File: src/rtl/act_mem_pkg.sv
// Shared definitions for the activation-memory read path.
// Holds the default address/data/length widths and the streamer FSM state type.
// No ports; imported by act_mem_read_streamer.
package act_mem_pkg;

   localparam int ACT_ADDR_W = 10;   // activation-memory word address width
   localparam int ACT_DATA_W = 32;   // 4 x 8-bit activations per word
   localparam int ACT_LEN_W  = 10;   // transfer length counter width

   typedef enum logic [1:0] {
      IDLE  = 2'd0,
      RUN   = 2'd1,
      DRAIN = 2'd2
   } state_t;

endpackage

File: src/rtl/stream_fifo.sv
// Small synchronous FIFO used as the streamer output buffer (DEPTH a power of two, >= 2).
// Latency: a pushed word is visible on pop_data the cycle after the push edge; pop_data is 0 when empty.
// Backpressure: push is taken when not full, or when full with a simultaneous pop; flush empties at the edge.
// Ports: clk, reset (sync, active-high), flush, push/push_data, pop/pop_data, count, full, empty.
module stream_fifo #(
   parameter int DEPTH = 4,
   parameter int WIDTH = 32
) (
   input  logic                       clk,
   input  logic                       reset,
   input  logic                       flush,
   input  logic                       push,
   input  logic [WIDTH-1:0]           push_data,
   input  logic                       pop,
   output logic [WIDTH-1:0]           pop_data,
   output logic [$clog2(DEPTH):0]     count,
   output logic                       full,
   output logic                       empty
);

   localparam int AW = $clog2(DEPTH);

   logic [WIDTH-1:0] mem [DEPTH];
   logic [AW-1:0]    wr_ptr;
   logic [AW-1:0]    rd_ptr;
   logic             do_push;
   logic             do_pop;

   assign empty    = (count == '0);
   assign full     = (count == (AW+1)'(DEPTH));
   assign do_pop   = pop && !empty;
   // At full, the slot under wr_ptr is the one being popped this cycle, so the write is safe.
   assign do_push  = push && (!full || do_pop);
   assign pop_data = empty ? '0 : mem[rd_ptr];

   always_ff @(posedge clk) begin
      if (reset || flush) begin
         wr_ptr <= '0;
         rd_ptr <= '0;
         count  <= '0;
      end else begin
         if (do_push) wr_ptr <= wr_ptr + AW'(1);
         if (do_pop)  rd_ptr <= rd_ptr + AW'(1);
         case ({do_push, do_pop})
            2'b10:   count <= count + (AW+1)'(1);
            2'b01:   count <= count - (AW+1)'(1);
            default: count <= count;
         endcase
      end
   end

   // Storage is not reset; the empty gate on pop_data hides stale contents.
   always_ff @(posedge clk) begin
      if (do_push && !reset && !flush) mem[wr_ptr] <= push_data;
   end

endmodule

File: src/rtl/act_mem_read_streamer.sv
// Streams a strided run of words from activation memory into a small output buffer.
// Latency: first out_valid two edges after the start edge; one word per cycle sustained.
// Backpressure: reads are issued only while buffered + in-flight words leave room, so no word is dropped.
// Ports: clk/reset (sync, active-high); start/abort/base_addr/length/stride command;
//        mem_stall, rd_enable, rd_addr, rd_data memory port; out_valid/out_ready/out_data stream;
//        busy (not IDLE), done (one-cycle completion pulse).
module act_mem_read_streamer
   import act_mem_pkg::*;
#(
   parameter int ADDR_W     = ACT_ADDR_W,
   parameter int DATA_W     = ACT_DATA_W,
   parameter int LEN_W      = ACT_LEN_W,
   parameter int FIFO_DEPTH = 4
) (
   input  logic              clk,
   input  logic              reset,
   input  logic              start,
   input  logic              abort,
   input  logic [ADDR_W-1:0] base_addr,
   input  logic [LEN_W-1:0]  length,
   input  logic [ADDR_W-1:0] stride,
   input  logic              mem_stall,
   output logic              rd_enable,
   output logic [ADDR_W-1:0] rd_addr,
   input  logic [DATA_W-1:0] rd_data,
   output logic              out_valid,
   input  logic              out_ready,
   output logic [DATA_W-1:0] out_data,
   output logic              busy,
   output logic              done
);

   localparam int CNT_W = $clog2(FIFO_DEPTH) + 1;

   state_t            state_q;
   state_t            state_d;
   logic [ADDR_W-1:0] addr_q;
   logic [ADDR_W-1:0] stride_q;
   logic [LEN_W-1:0]  len_q;
   logic [LEN_W-1:0]  issued_q;
   logic              inflight_q;

   logic [CNT_W-1:0]  fifo_count;
   logic              fifo_full;
   logic              fifo_empty;
   logic [CNT_W:0]    occupancy;
   logic              credit_ok;
   logic              pop;

   // A word already requested but not yet landed still owns a buffer slot.
   assign occupancy = {1'b0, fifo_count} + {{CNT_W{1'b0}}, inflight_q};
   assign credit_ok = occupancy < (CNT_W+1)'(FIFO_DEPTH);

   assign rd_enable = (state_q == RUN) && !mem_stall && (issued_q < len_q) && credit_ok;
   assign rd_addr   = addr_q;
   assign out_valid = !fifo_empty;
   assign pop       = out_valid && out_ready;
   assign busy      = (state_q != IDLE);

   stream_fifo #(
      .DEPTH (FIFO_DEPTH),
      .WIDTH (DATA_W)
   ) u_fifo (
      .clk       (clk),
      .reset     (reset),
      .flush     (abort),
      .push      (inflight_q),
      .push_data (rd_data),
      .pop       (pop),
      .pop_data  (out_data),
      .count     (fifo_count),
      .full      (fifo_full),
      .empty     (fifo_empty)
   );

   always_comb begin
      state_d = state_q;
      done    = 1'b0;
      case (state_q)
         IDLE: begin
            // A zero-length job skips RUN and completes straight out of DRAIN.
            if (start) state_d = (length == '0) ? DRAIN : RUN;
         end
         RUN: begin
            if (rd_enable && ((issued_q + LEN_W'(1)) == len_q)) state_d = DRAIN;
         end
         DRAIN: begin
            if (fifo_empty && !inflight_q) begin
               state_d = IDLE;
               done    = 1'b1;
            end
         end
         default: state_d = IDLE;
      endcase
      if (abort || reset) begin
         state_d = IDLE;
         done    = 1'b0;
      end
   end

   always_ff @(posedge clk) begin
      if (reset) begin
         state_q    <= IDLE;
         addr_q     <= '0;
         stride_q   <= '0;
         len_q      <= '0;
         issued_q   <= '0;
         inflight_q <= 1'b0;
      end else begin
         state_q    <= state_d;
         // An abort discards the word currently returning from memory.
         inflight_q <= rd_enable && !abort;
         if ((state_q == IDLE) && start && !abort) begin
            addr_q   <= base_addr;
            stride_q <= stride;
            len_q    <= length;
            issued_q <= '0;
         end else if (rd_enable) begin
            addr_q   <= addr_q + stride_q;
            issued_q <= issued_q + LEN_W'(1);
         end
      end
   end

   // The credit rule must never let a landing word meet a full buffer without a pop.
   no_overflow: assert property (@(posedge clk) disable iff (reset)
      !(inflight_q && fifo_full && !pop));

endmodule

File: config.mk
export PLATFORM = sky130hd
export DESIGN_NAME = act_mem_read_streamer
export DESIGN_NICKNAME = d
export VERILOG_FILES = /design/src/rtl/act_mem_pkg.sv /design/src/rtl/stream_fifo.sv /design/src/rtl/act_mem_read_streamer.sv
export SDC_FILE = /design/constraint.sdc
export NUM_CORES = 1
export LEC_CHECK = 0
export BUFFER_PORTS_ARGS = -buffer_cell sky130_fd_sc_hd__buf_4
export CAP_MARGIN = 20
export CORE_MARGIN = 10
export CORE_UTILIZATION = 51
export CTS_CLUSTER_SIZE = 14
export DETAILED_ROUTE_END_ITERATION = 12
export HOLD_SLACK_MARGIN = 0.02
export PLACE_DENSITY = 0.77
export SLEW_MARGIN = 20
export SYNTH_ARGS = -nofsm -noshare
export SYNTH_HDL_FRONTEND = slang
export SYNTH_SLANG_ARGS = --single-unit
File: constraint.sdc
create_clock -name clk -period 6.95 [get_ports clk]
set_input_delay 1.39 -clock clk [delete_from_list [all_inputs] [get_ports clk]]
set_output_delay 1.39 -clock clk [all_outputs]
set_load 0.005 [all_outputs]
Word level (Yosys, flattened, before mapping)
Memory sizes are Yosys's and may differ from the RTL's. A register that Yosys moved wholly into a read port is not among the register bits.
Index checks and enable logic that the tools add are counted.

storage, ports and cells
  flip-flop bits (word level) = 50
  bits in latches = 0
  bits in writable memories = 128
  ROM bits = 0
  logic and storage cells = 74
  memories kept = 1

operators by class
  add/sub/neg operators = 7
  $mul = 0
  div/mod/pow operators = 0
  order comparisons = 2
  equal/unequal tests = 9
  shift operators = 0
  muxes and demuxes = 16
  bitwise gates (word level) = 0
  reduce and logical (&&, ||, !) cells = 30

memory list
  memory      words  width  read ports  clocked after Yosys merged registers in  write ports  line               source
  u_fifo.mem  4      32     1           1                                        1            stream_fifo.sv:23  logic [WIDTH-1:0] mem [DEPTH];

operator list
  cell                   count
  $mux 32                1
  $mux 10                2
  $logic_and 1x1->1      13
  $mux 2                 6
  $add 10x1->10 const B  1
  $add 10x10->10         1
  $eq 10x10->1           1
  $logic_not 10->1       1
  $lt 10x10->1           1
  $logic_not 1->1        6
  $pmux 2 s3             1
  $pmux 3 s2             1
  $reduce_bool 2->1      3
  $mux 1                 5
  $add 2x1->2 const B    2
  $add 3x1->4            1
  $eq 2x1->1 const B     2
  $eq 2x2->1 const B     2
  $lt 4x3->1 const B     1
  $ne 2x2->1 const B     2
  $reduce_or 2->1        2
  $add 3x1->3 const B    1
  $eq 3x3->1 const B     1
  $logic_not 3->1        1
  other kinds (5)        6

Longest topological paths before layout
Gate-level depths: netlist of run 1.

  depth in word-level cells = 10
  mapped depth = 10

Cells and area by module
Synthesis of run 1 repeated with hierarchy kept, for this count alone.

unflattened totals
  cell total of the unflattened synthesis = 617
  area, all modules = 8207.9 µm²

modules (own cells, without submodules)
  module                 instances  cells each  area each (µm²)  sequential area each (µm²)
  stream_fifo            1          271         5500.3           4023.9
  act_mem_read_streamer  1          346         2707.6           860.8

Worst setup path after synthesis of run 1
Ideal clock, no wire load.

  kind = input -> output
  start point = input abort
  end point = output done
  data arrival time = 2.178 ns
  required time = 5.560 ns
  setup slack = 3.382 ns
  stages on the path = 3
  buffers on the path = 1
  cell sequence = or2_2 > clkbuf_1 > nor4_1

on the way
  cells in the longest elaborated chain, start to end = 2

ends and longest elaborated chain
  item              line                         source
  start, declared   act_mem_read_streamer.sv:18  input logic abort,
  $logic_or 1x1->1  act_mem_read_streamer.sv:95  if (abort || reset) begin
  $mux 1            act_mem_read_streamer.sv:95
  end, declared     act_mem_read_streamer.sv:30  output logic done

Every way passes these cells.

Final worst setup path of run 1
  start point = input mem_stall
  end point = output rd_enable

on the way
  cells in the longest elaborated chain, start to end = 4

ends and longest elaborated chain
  item                             line                         source
  start, declared                  act_mem_read_streamer.sv:22  input logic mem_stall,
  $logic_not 1->1                  act_mem_read_streamer.sv:54  assign rd_enable = (state_q == RUN) && !mem_stall && (issued_q < len_q) && credit_ok;
  $logic_and 1x1->1 (3 in series)  act_mem_read_streamer.sv:54
  end, declared                    act_mem_read_streamer.sv:23  output logic rd_enable,

Every way passes these cells.

==> results of run 1 <==
[layout make-up]
cell class | instances | area, um^2 | area share (%)
clock buffer | 17 | 425.4 | 4.435
inverter | 23 | 86.33 | 0.9001
sequential | 180 | 4887 | 50.95
multi-input combinational | 379 | 2883 | 30.05
clock inverter | 15 | 172.7 | 1.800
antenna | 1 | 2.502 | 0.02609
tap | 211 | 264.0 | 2.752
timing repair buffer | 116 | 870.8 | 9.079
[stage by stage]
step	cell area (um^2)	power, W	std cells	setup WS (ns)
final	9592	0.002243	942	2.326
after global routing	9592	0.002318	942	2.278
after CTS	9589	0.002262	941	2.373
after detailed placement	8991	0.001301	909	2.383
after global placement	8991	0.001296	909	2.459
after floorplan	7970	0.001242	612	3.382
[layout by cell type, fill, tap and decap left out, types with 16 or more instances in the layout]
| cell | Yosys | routed |
|---|---|---|
| nor2_1 | 28 | 28 |
| dfxtp_1 | 52 | 50 |
| nand2_1 | 65 | 65 |
| inv_1 | 23 | 23 |
| ha_1 | 24 | 24 |
| buf_4 | 0 | 116 |
| mux4_2 | 32 | 32 |
| and2_1 | 37 | 33 |
| clkbuf_16 | 0 | 17 |
| nand3_1 | 18 | 18 |
| edfxtp_1 | 128 | 128 |
| o21ai_0 | 16 | 16 |
| a21oi_1 | 45 | 45 |
[cell families after synthesis]
logic type,count (synthesis),synth area share [%]
AO/OA/AOI/OAI,93,6.955
XOR/XNOR,22,2.418
adder cells (fa/ha/maj),26,4.270
buffers and inverters,53,2.606
flip-flops,180,61.29
multiplexers,36,9.592
AND/OR/NAND/NOR,202,12.87
[worst max-delay path, stage by stage]
cell and delay, ns:
buf_4 0.11, nor4b_1 0.37, nand3_1 0.13, a21o_1 0.48, inv_1 0.54, buf_4 0.21
[registers in the layout (all words and copies together), names as in the netlist, named ones only]
signal,count
inflight_q,1
stride_q,10
len_q,10
u_fifo.count,3
state_q,2
u_fifo.mem,128
issued_q,10
rd_addr,10
u_fifo.rd_ptr,2
u_fifo.wr_ptr,2
[layer usage]
metal / part of all wire (%) / track usage (%) / wire length, um / vias up
li1: - / - / - / 2469
met1: 44 / 20.16 / 7563 / 2541
met2: 47 / 25.78 / 8103 / 167
met3: 6.5 / 5.433 / 1106 / 21
met4: 1.7 / 5.873 / 293 / 2
met5: 0.076 / 0 / 13 / -
[worst min-delay path by stage]
stage	startpoint	endpoint	slack (ns)
6_report	stride_q[0]$_SDFFE_PP0P_	stride_q[0]$_SDFFE_PP0P_	0.46
5_1_grt	stride_q[5]$_SDFFE_PP0P_	stride_q[5]$_SDFFE_PP0P_	0.50
3_3_place_gp	stride_q[5]$_SDFFE_PP0P_	stride_q[5]$_SDFFE_PP0P_	0.45
3_5_place_dp	stride_q[0]$_SDFFE_PP0P_	stride_q[0]$_SDFFE_PP0P_	0.45
4_1_cts	stride_q[0]$_SDFFE_PP0P_	stride_q[0]$_SDFFE_PP0P_	0.46
2_1_floorplan	stride_q[0]$_SDFFE_PP0P_	stride_q[0]$_SDFFE_PP0P_	0.44
[report_power, final]
| group | switching [W] | internal (W) |
|---|---|---|
| Sequential | 0.00000863 | 0.00116 |
| Clock | 0.000424 | 0.000541 |
| Combinational | 0.0000577 | 0.0000554 |
==> impl_metrics.json, run 1 <==
{
  "cts_hold_buf": 0,
  "fmax_mhz": 216.3,
  "synth_area_mm2": 0.007970,
  "holdWs_ns": 0.4642,
  "final_util_pct": 62.86,
  "drt_iter0_drc": 309,
  "synth_warnings": 0,
  "cap_violations": 0,
  "drt-pass1-iter-count": 5,
  "cts_buffers": 17,
  "synthFlopType": "edfxtp_1",
  "worstPathMaxFanout": 30,
  "worstSkewPairLatency_ns": 0.44,
  "holdPathStages": 2,
  "port_buffers": 113,
  "drv_slew": 0,
  "drc": 0,
  "cts_tree": "done",
  "cts_max_level": 4,
  "wl_per_cell_um": 18.13,
  "dieArea_mm2": 0.02103,
  "drive_gt1_share_pct": 27.26,
  "maxSlewHeadroom_pct": 40.06,
  "yosysTopAreaCell": "edfxtp_1",
  "setup-tns-final_ns": 0,
  "tightest_slew_ns": 0.8991,
  "hpwl_um": 11540,
  "power.density_mw_per_mm2": 233.9,
  "grt_antenna_before_repair": 2,
  "async_flop_share_pct": 0,
  "hold_viol_final": 0,
  "cts-resized-gates": 0,
  "r2r.worst_path.cells": 8,
  "start_kind": "primary input",
  "dieWidth_um": 145.0,
  "grt_overflow_total": 0,
  "ys_top_cells_by_area": "edfxtp_1 (48%), dfxtp_1 (13%), mux4_2 (9.0%)",
  "ys_ff_latch": 180,
  "ant_nets": 0,
  "startpoint": "mem_stall",
  "power.static_leakage_nw": 3.452,
  "r2r_slack_ns": 4.01,
  "period_minus_slack_ns": 4.624,
  "post_drt_via_cell_ratio": 5.520,
  "critPathRequiredTime_ns": 5.56,
  "path_clk_slew_ns": 0.07,
  "num_rows": 45,
  "clock_path_buffers": 2,
  "fin_worst_skew_ns": 0.01082,
  "core_area_mm2": 0.01526,
  "r2r-end": "state_q[0]$_SDFFE_PP0P_",
  "grt_pass1_wl_um": 27990,
  "fillers": 1177,
  "dieHeight_um": 145.0,
  "setup_viol": 0,
  "io_pins": 114,
  "crit_end": "rd_enable",
  "gp_congestion": 0.8943,
  "cts_sinks": 180,
  "postCtsSetupRepairBufs": 0,
  "synthTopCellsByCount": "edfxtp_1 (128), nand2_1 (65), dfxtp_1 (52)",
  "syn_area_per_cell_um2": 13.02,
  "vias": 5200,
  "totalWireLength_um": 17080,
  "grt_max_degree": 37,
  "grt_pass1_vias": 5436,
  "syn_nets": 706,
  "root_buffer": "clkbuf_16",
  "synth_seq_area_share_pct": 61.29,
  "rsz0062_at_grt": "no",
  "arrival_ns": 3.23,
  "ir_drop_mv": 0.1910,
  "setup.worst_path.end_class": "primary output",
  "layout.nets": 811,
  "netlist.area_leader.share_pct": 48.23,
  "r2r-start": "issued_q[7]$_SDFFE_PP0P_",
  "synth_edf_count": 128,
  "yosysUniqueCellTypes": 54,
  "status": "finished, final reports clean",
  "worstHoldPathType": "reg -> reg",
  "start_util_pct": 52.23,
  "yosys.cell_count.top_type": "edfxtp_1",
  "area_delta_synth_final_pct": 20.35,
  "syn_inst": 612,
  "period_share_pct": 66.53,
  "track_usage_pct": 16.21,
  "crit_type": "in -> out"
}
No activity file was read; power rests on OpenSTA's default activity.
==> run 2: changes to the inputs <==
Settings changed: PLACE_DENSITY 0.77 to 0.8.
Clock period 6.95 ns to 4.2 ns, I/O delays scaled along.
==> run 2 against run 1 <==
First-iteration DRC count decreased by 1.6%. Setup slack got worse by 1.3 ns. Clock-buffer cell count unchanged. Final cell count increased by 0.42%. Critical path depth fell by 2. Clock skew down 0.0012 ns. Final area increased by 0.31%. Worst hold slack improved by 0.00082 ns. Register-to-register slack got worse by 2.3 ns. Clock power up 65%. Combinational power rose by 68%. Sequential share of layout area fell by 0.17 points.
==> impl_metrics.json, run 2 (synthesized netlist as in run 1, its figures left out) <==
{
  "mostFrequentLayoutCell": "edfxtp_1",
  "r2r-end": "issued_q[8]$_SDFFE_PP0P_",
  "grt_overflow_total": 0,
  "power.density_mw_per_mm2": 385.2,
  "area.sequential_mm2": 0.004886,
  "fillers": 1149,
  "period_share_pct": 75.35,
  "ant_nets": 0,
  "p_comb_share_pct": 5.1,
  "area_delta_synth_final_pct": 20.72,
  "maxSlewHeadroom_pct": 41.90,
  "dieWidth_um": 145.0,
  "root_buffer": "clkbuf_16",
  "power_switching_w": 0.0008091,
  "cts_max_level": 4,
  "arrival_ns": 2.32,
  "design_area_mm2": 0.009622,
  "power.static_leakage_nw": 3.472,
  "drt-pass1-iter-count": 5,
  "tightest_slew_ns": 0.8715,
  "cts_buffers": 17,
  "p_clk_share_pct": 42.8,
  "grt_pass1_wl_um": 27830,
  "r2r-start": "issued_q[7]$_SDFFE_PP0P_",
  "post_drt_via_cell_ratio": 5.520,
  "drc": 0,
  "dieHeight_um": 145.0,
  "drt_iter0_drc": 304,
  "grt_pass1_vias": 5444,
  "hpwl_um": 11970,
  "layout_common_cells": "edfxtp_1 (128), buf_4 (120), nand2_1 (65)",
  "worstPathMaxFanout": 18,
  "gp_congestion": 0.8474,
  "cap_violations": 0,
  "vias": 5222,
  "seq_power_share_pct": 52.0,
  "p_int_w": 0.002897,
  "holdPathStages": 2,
  "largest_reg_flops": 128,
  "cts_sinks": 180,
  "fin_worst_skew_ns": 0.009628,
  "regMostFlops": "u_fifo.mem",
  "rsz0062_at_grt": "no",
  "hold_viol_final": 0,
  "num_rows": 45,
  "crit_type": "reg -> out",
  "grt_max_degree": 33,
  "port_buffers": 113,
  "min_from": "len_q[0]$_SDFFE_PP0P_",
  "placement.cell_area_mm2": 0.009020,
  "layout.nets": 815,
  "wl_per_cell_um": 18.22,
  "fmax_mhz": 316.0,
  "cts_tree": "done",
  "start_kind": "flop",
  "worstHoldPathType": "reg -> reg",
  "worst_slack_ns": 1.035,
  "cts_hold_buf": 0,
  "r2r.worst_path.cells": 8,
  "track_usage_pct": 16.28,
  "grt_antenna_before_repair": 1,
  "path_clk_slew_ns": 0.07,
  "io_pins": 114,
  "setup-tns-final_ns": 0,
  "drive_gt1_share_pct": 27.38,
  "core_area_mm2": 0.01526,
  "multi_input_area_mm2": 0.002883,
  "totalWireLength_um": 17240,
  "status": "finished, final reports clean",
  "dieArea_mm2": 0.02103,
  "drv_slew": 0,
  "setup_viol": 0,
  "start_util_pct": 52.23,
  "place_ws_ns": 1.348,
  "critPathRequiredTime_ns": 3.36,
  "worstSkewPairLatency_ns": 0.43,
  "cts-resized-gates": 0,
  "holdWs_ns": 0.4651,
  "period_minus_slack_ns": 3.165,
  "ir_drop_mv": 0.3771,
  "clock_path_buffers": 2,
  "switching_share_pct": 21.83,
  "r2r_slack_ns": 1.75,
  "postCtsSetupRepairBufs": 0,
  "setup.worst_path.end_class": "primary output",
  "whs_endpoint": "len_q[0]$_SDFFE_PP0P_"
}
==> run 2: cell types whose count changed in the layout (fill, tap and decap cells not counted), sizes merged <==
| cell | change |
|---|---|
| buf | +4 |
| clkinv | +3 |
| clkinvlp | -1 |
| inv | -2 |
==> run 2: through the flow <==
step | util (%) | power [W] | std cells
after floorplan | - | 0.002056 | 612
after global placement | 59.11 | 0.002145 | 913
after detailed placement | 59.11 | 0.002156 | 913
after CTS | 63.04 | 0.003729 | 945
after global routing | 63.04 | 0.003814 | 945
final | 63.06 | 0.003706 | 946
==> run 2: how the worst max path moves through the flow <==
stage	start	endpoint	slack [ns]	depth (start not counted)
after global routing	flop	out_data[7]	0.86	4
after detailed placement	reset	u_fifo.mem[0][18]$_DFFE_PP_	1.35	4
after floorplan	out_ready	u_fifo.mem[0][0]$_DFFE_PP_	1.48	5
final	flop	out_data[7]	1.04	4
after global placement	reset	u_fifo.mem[0][25]$_DFFE_PP_	1.41	4
after CTS	flop	out_data[7]	0.95	4
==> run 2: metal layers <==
metal,GRT usage [%],vias up,wire (um),part of all wire (%)
li1,-,2475,-,-
met1,20.49,2530,7607,44
met2,25.82,192,8303,48
met3,4.750,25,1056,6.1
met4,6.639,0,273,1.6
met5,0,-,0,0
==> run 2: area by class of cell <==
type / instances / share of cell area, %
antenna: 1 / 0.02601
clock buffer: 17 / 4.421
clock inverter: 15 / 1.808
inverter: 23 / 0.8973
multi-input combinational: 379 / 29.96
sequential: 180 / 50.78
tap: 211 / 2.744
timing repair buffer: 120 / 9.363
==> run 2: power groups by stage <==
stage / registers (W) / logic, W / clock network (W)
floorplan: 0.00196 / 0.0000917 / 0
global placement: 0.00197 / 0.000179 / 0
detailed placement: 0.00197 / 0.000188 / 0
CTS: 0.00193 / 0.000190 / 0.00161
global route: 0.00193 / 0.000211 / 0.00167
finish: 0.00193 / 0.000190 / 0.00159
==> run 2: worst max-delay path, cell delays in order (launching register included) <==
cell     delay [ns]
dfxtp_2        0.72
buf_4          0.32
mux4_2         0.53
and2_1         0.18
buf_4          0.13
==> run 3: changes to the inputs <==
Clock period 4.2 ns to 2.9 ns, I/O delays scaled along.
==> run 3 against run 2 <==
First-iteration DRC count up 5.9%. Die area unchanged. Clock skew is essentially flat. Wire length down 0.71%. Core utilization up 0.66 points. Combinational power grew 47%. Sequential cell count unchanged. Non-clock buffer count up 8. Register-to-register slack got worse by 1.2 ns. Critical endpoint is now out_data[20]. Final cell count grew 0.74%.
==> impl_metrics.json, run 3 (synthesized netlist as in run 1, its figures left out) <==
{
  "cts_buffers": 17,
  "num_rows": 45,
  "antenna_cells": 0,
  "final_cell_count_no_fill": 953,
  "drt-pass1-iter-count": 6,
  "fillers": 1097,
  "r2r.worst_path.cells": 9,
  "min_from": "rd_data[20]",
  "fin_worst_skew_ns": 0.009603,
  "regMostFlops": "u_fifo.mem",
  "crit_type": "reg -> out",
  "grt_pass1_vias": 5388,
  "setup-tns-final_ns": 0,
  "hpwl_um": 11980,
  "holdPathStages": 1,
  "cts_tree": "done",
  "drv_slew": 0,
  "grt_overflow_total": 0,
  "vias": 5228,
  "drt_iter0_drc": 322,
  "whs_endpoint": "u_fifo.mem[2][20]$_DFFE_PP_",
  "setup.worst_path.end_class": "primary output",
  "tightest_slew_ns": 0.4731,
  "dieArea_mm2": 0.02103,
  "dieHeight_um": 145.0,
  "slowest_delay_ns": 0.60,
  "io_pins": 114,
  "track_usage_pct": 16.30,
  "cap_violations": 0,
  "worstPathMaxFanout": 22,
  "place_ws_ns": 0.4500,
  "final_util_pct": 63.72,
  "layout_common_cells": "edfxtp_1 (128), buf_4 (125), nand2_1 (65)",
  "crit_slowest_cell": "dfxtp_2",
  "drive_gt1_share_pct": 28.17,
  "ant_nets": 0,
  "rsz0062_at_grt": "no",
  "start_kind": "flop",
  "path_clk_slew_ns": 0.06,
  "root_buffer": "clkbuf_16",
  "holdWs_ns": 0.3545,
  "r2r-start": "len_q[7]$_SDFFE_PP0P_",
  "path_cells": "buf_12 > mux4_2 > and2_1 > buf_4",
  "area_delta_synth_final_pct": 21.99,
  "drc": 0,
  "totalWireLength_um": 17120,
  "port_buffers": 113,
  "largest_reg_flops": 128,
  "r2r-end": "issued_q[8]$_SDFFE_PP0P_",
  "period_share_pct": 94.35,
  "hold_viol_final": 0,
  "mostFrequentLayoutCell": "edfxtp_1",
  "core_area_mm2": 0.01526,
  "maxSlewHeadroom_pct": 68.46,
  "r2r_slack_ns": 0.55,
  "setup_viol": 0,
  "start_util_pct": 52.23,
  "power.density_mw_per_mm2": 556.8,
  "post_drt_via_cell_ratio": 5.486,
  "cts_max_level": 4,
  "worst_slack_ns": 0.1640,
  "status": "finished, final reports clean",
  "clock_path_buffers": 2,
  "power.static_leakage_nw": 3.529,
  "gp_congestion": 0.8492,
  "ir_drop_mv": 0.4558,
  "grt_pass1_wl_um": 27790,
  "cts_sinks": 180,
  "grt_max_degree": 35,
  "dp_cells": 921,
  "layout.nets": 823,
  "worstSkewPairLatency_ns": 0.43,
  "worstHoldPathType": "in -> reg",
  "grt_antenna_before_repair": 0,
  "critPathRequiredTime_ns": 2.32,
  "period_minus_slack_ns": 2.736,
  "wl_per_cell_um": 17.96,
  "dieWidth_um": 145.0,
  "arrival_ns": 2.16,
  "fmax_mhz": 365.5
}
==> run 3: power by group <==
group	leakage (nW)	internal, W	switching, W
combinational	1.66	0.000137	0.000143
sequential	1.57	0.00277	0.0000215
clock	0.297	0.00137	0.000966
total	3.53	0.00428	0.00113
==> run 3: worst max-delay path, delay by kind of cell, from the launching register on <==
kind	cells	cell delay [ns]
buffers and inverters	2	0.41
DFF	1	0.60
muxes	1	0.51
and+or+nand+nor	1	0.19
==> run 3: worst max path at each step <==
stage                                  endpoint  slack (ns)  cells after the start
finish                             out_data[20]        0.16                      4
global route                       out_data[23]        0.02                      4
CTS                                   rd_enable        0.10                      8
detailed placement  u_fifo.mem[3][18]$_DFFE_PP_        0.45                      5
global placement    u_fifo.mem[3][12]$_DFFE_PP_        0.50                      5
floorplan            u_fifo.mem[0][0]$_DFFE_PP_        0.44                      5
==> run 3: through the flow <==
stage | total power (W) | cell area (um^2)
after floorplan | 0.002977 | 7970
after global placement | 0.003114 | 9117
after detailed placement | 0.003127 | 9117
after CTS | 0.005454 | 9723
after global routing | 0.005593 | 9723
final | 0.005414 | 9723
==> run 3: timing repair <==
action,CTS,global route
gates resized for setup,0,1
hold buffers,0,0
buffers inserted,0,0
setup endpoints to repair,0,1
==> run 3: area by class of cell <==
type	instances	area (um^2)	area share (%)
Sequential cell	180	4886	50.25
Multi-Input combinational cell	379	2883	29.65
Timing Repair Buffer	128	998.5	10.27
Clock buffer	19	432.9	4.452
Tap cell	211	264.0	2.715
Clock inverter	13	172.7	1.776
Inverter	23	86.33	0.8879
==> run 3: per-layer routing <==
layer | part of all wire [%] | GRT usage [%]
met5 | 0 | 0
met1 | 43 | 20.56
met3 | 7.1 | 5.278
met2 | 49 | 26.30
met4 | 1.0 | 4.648
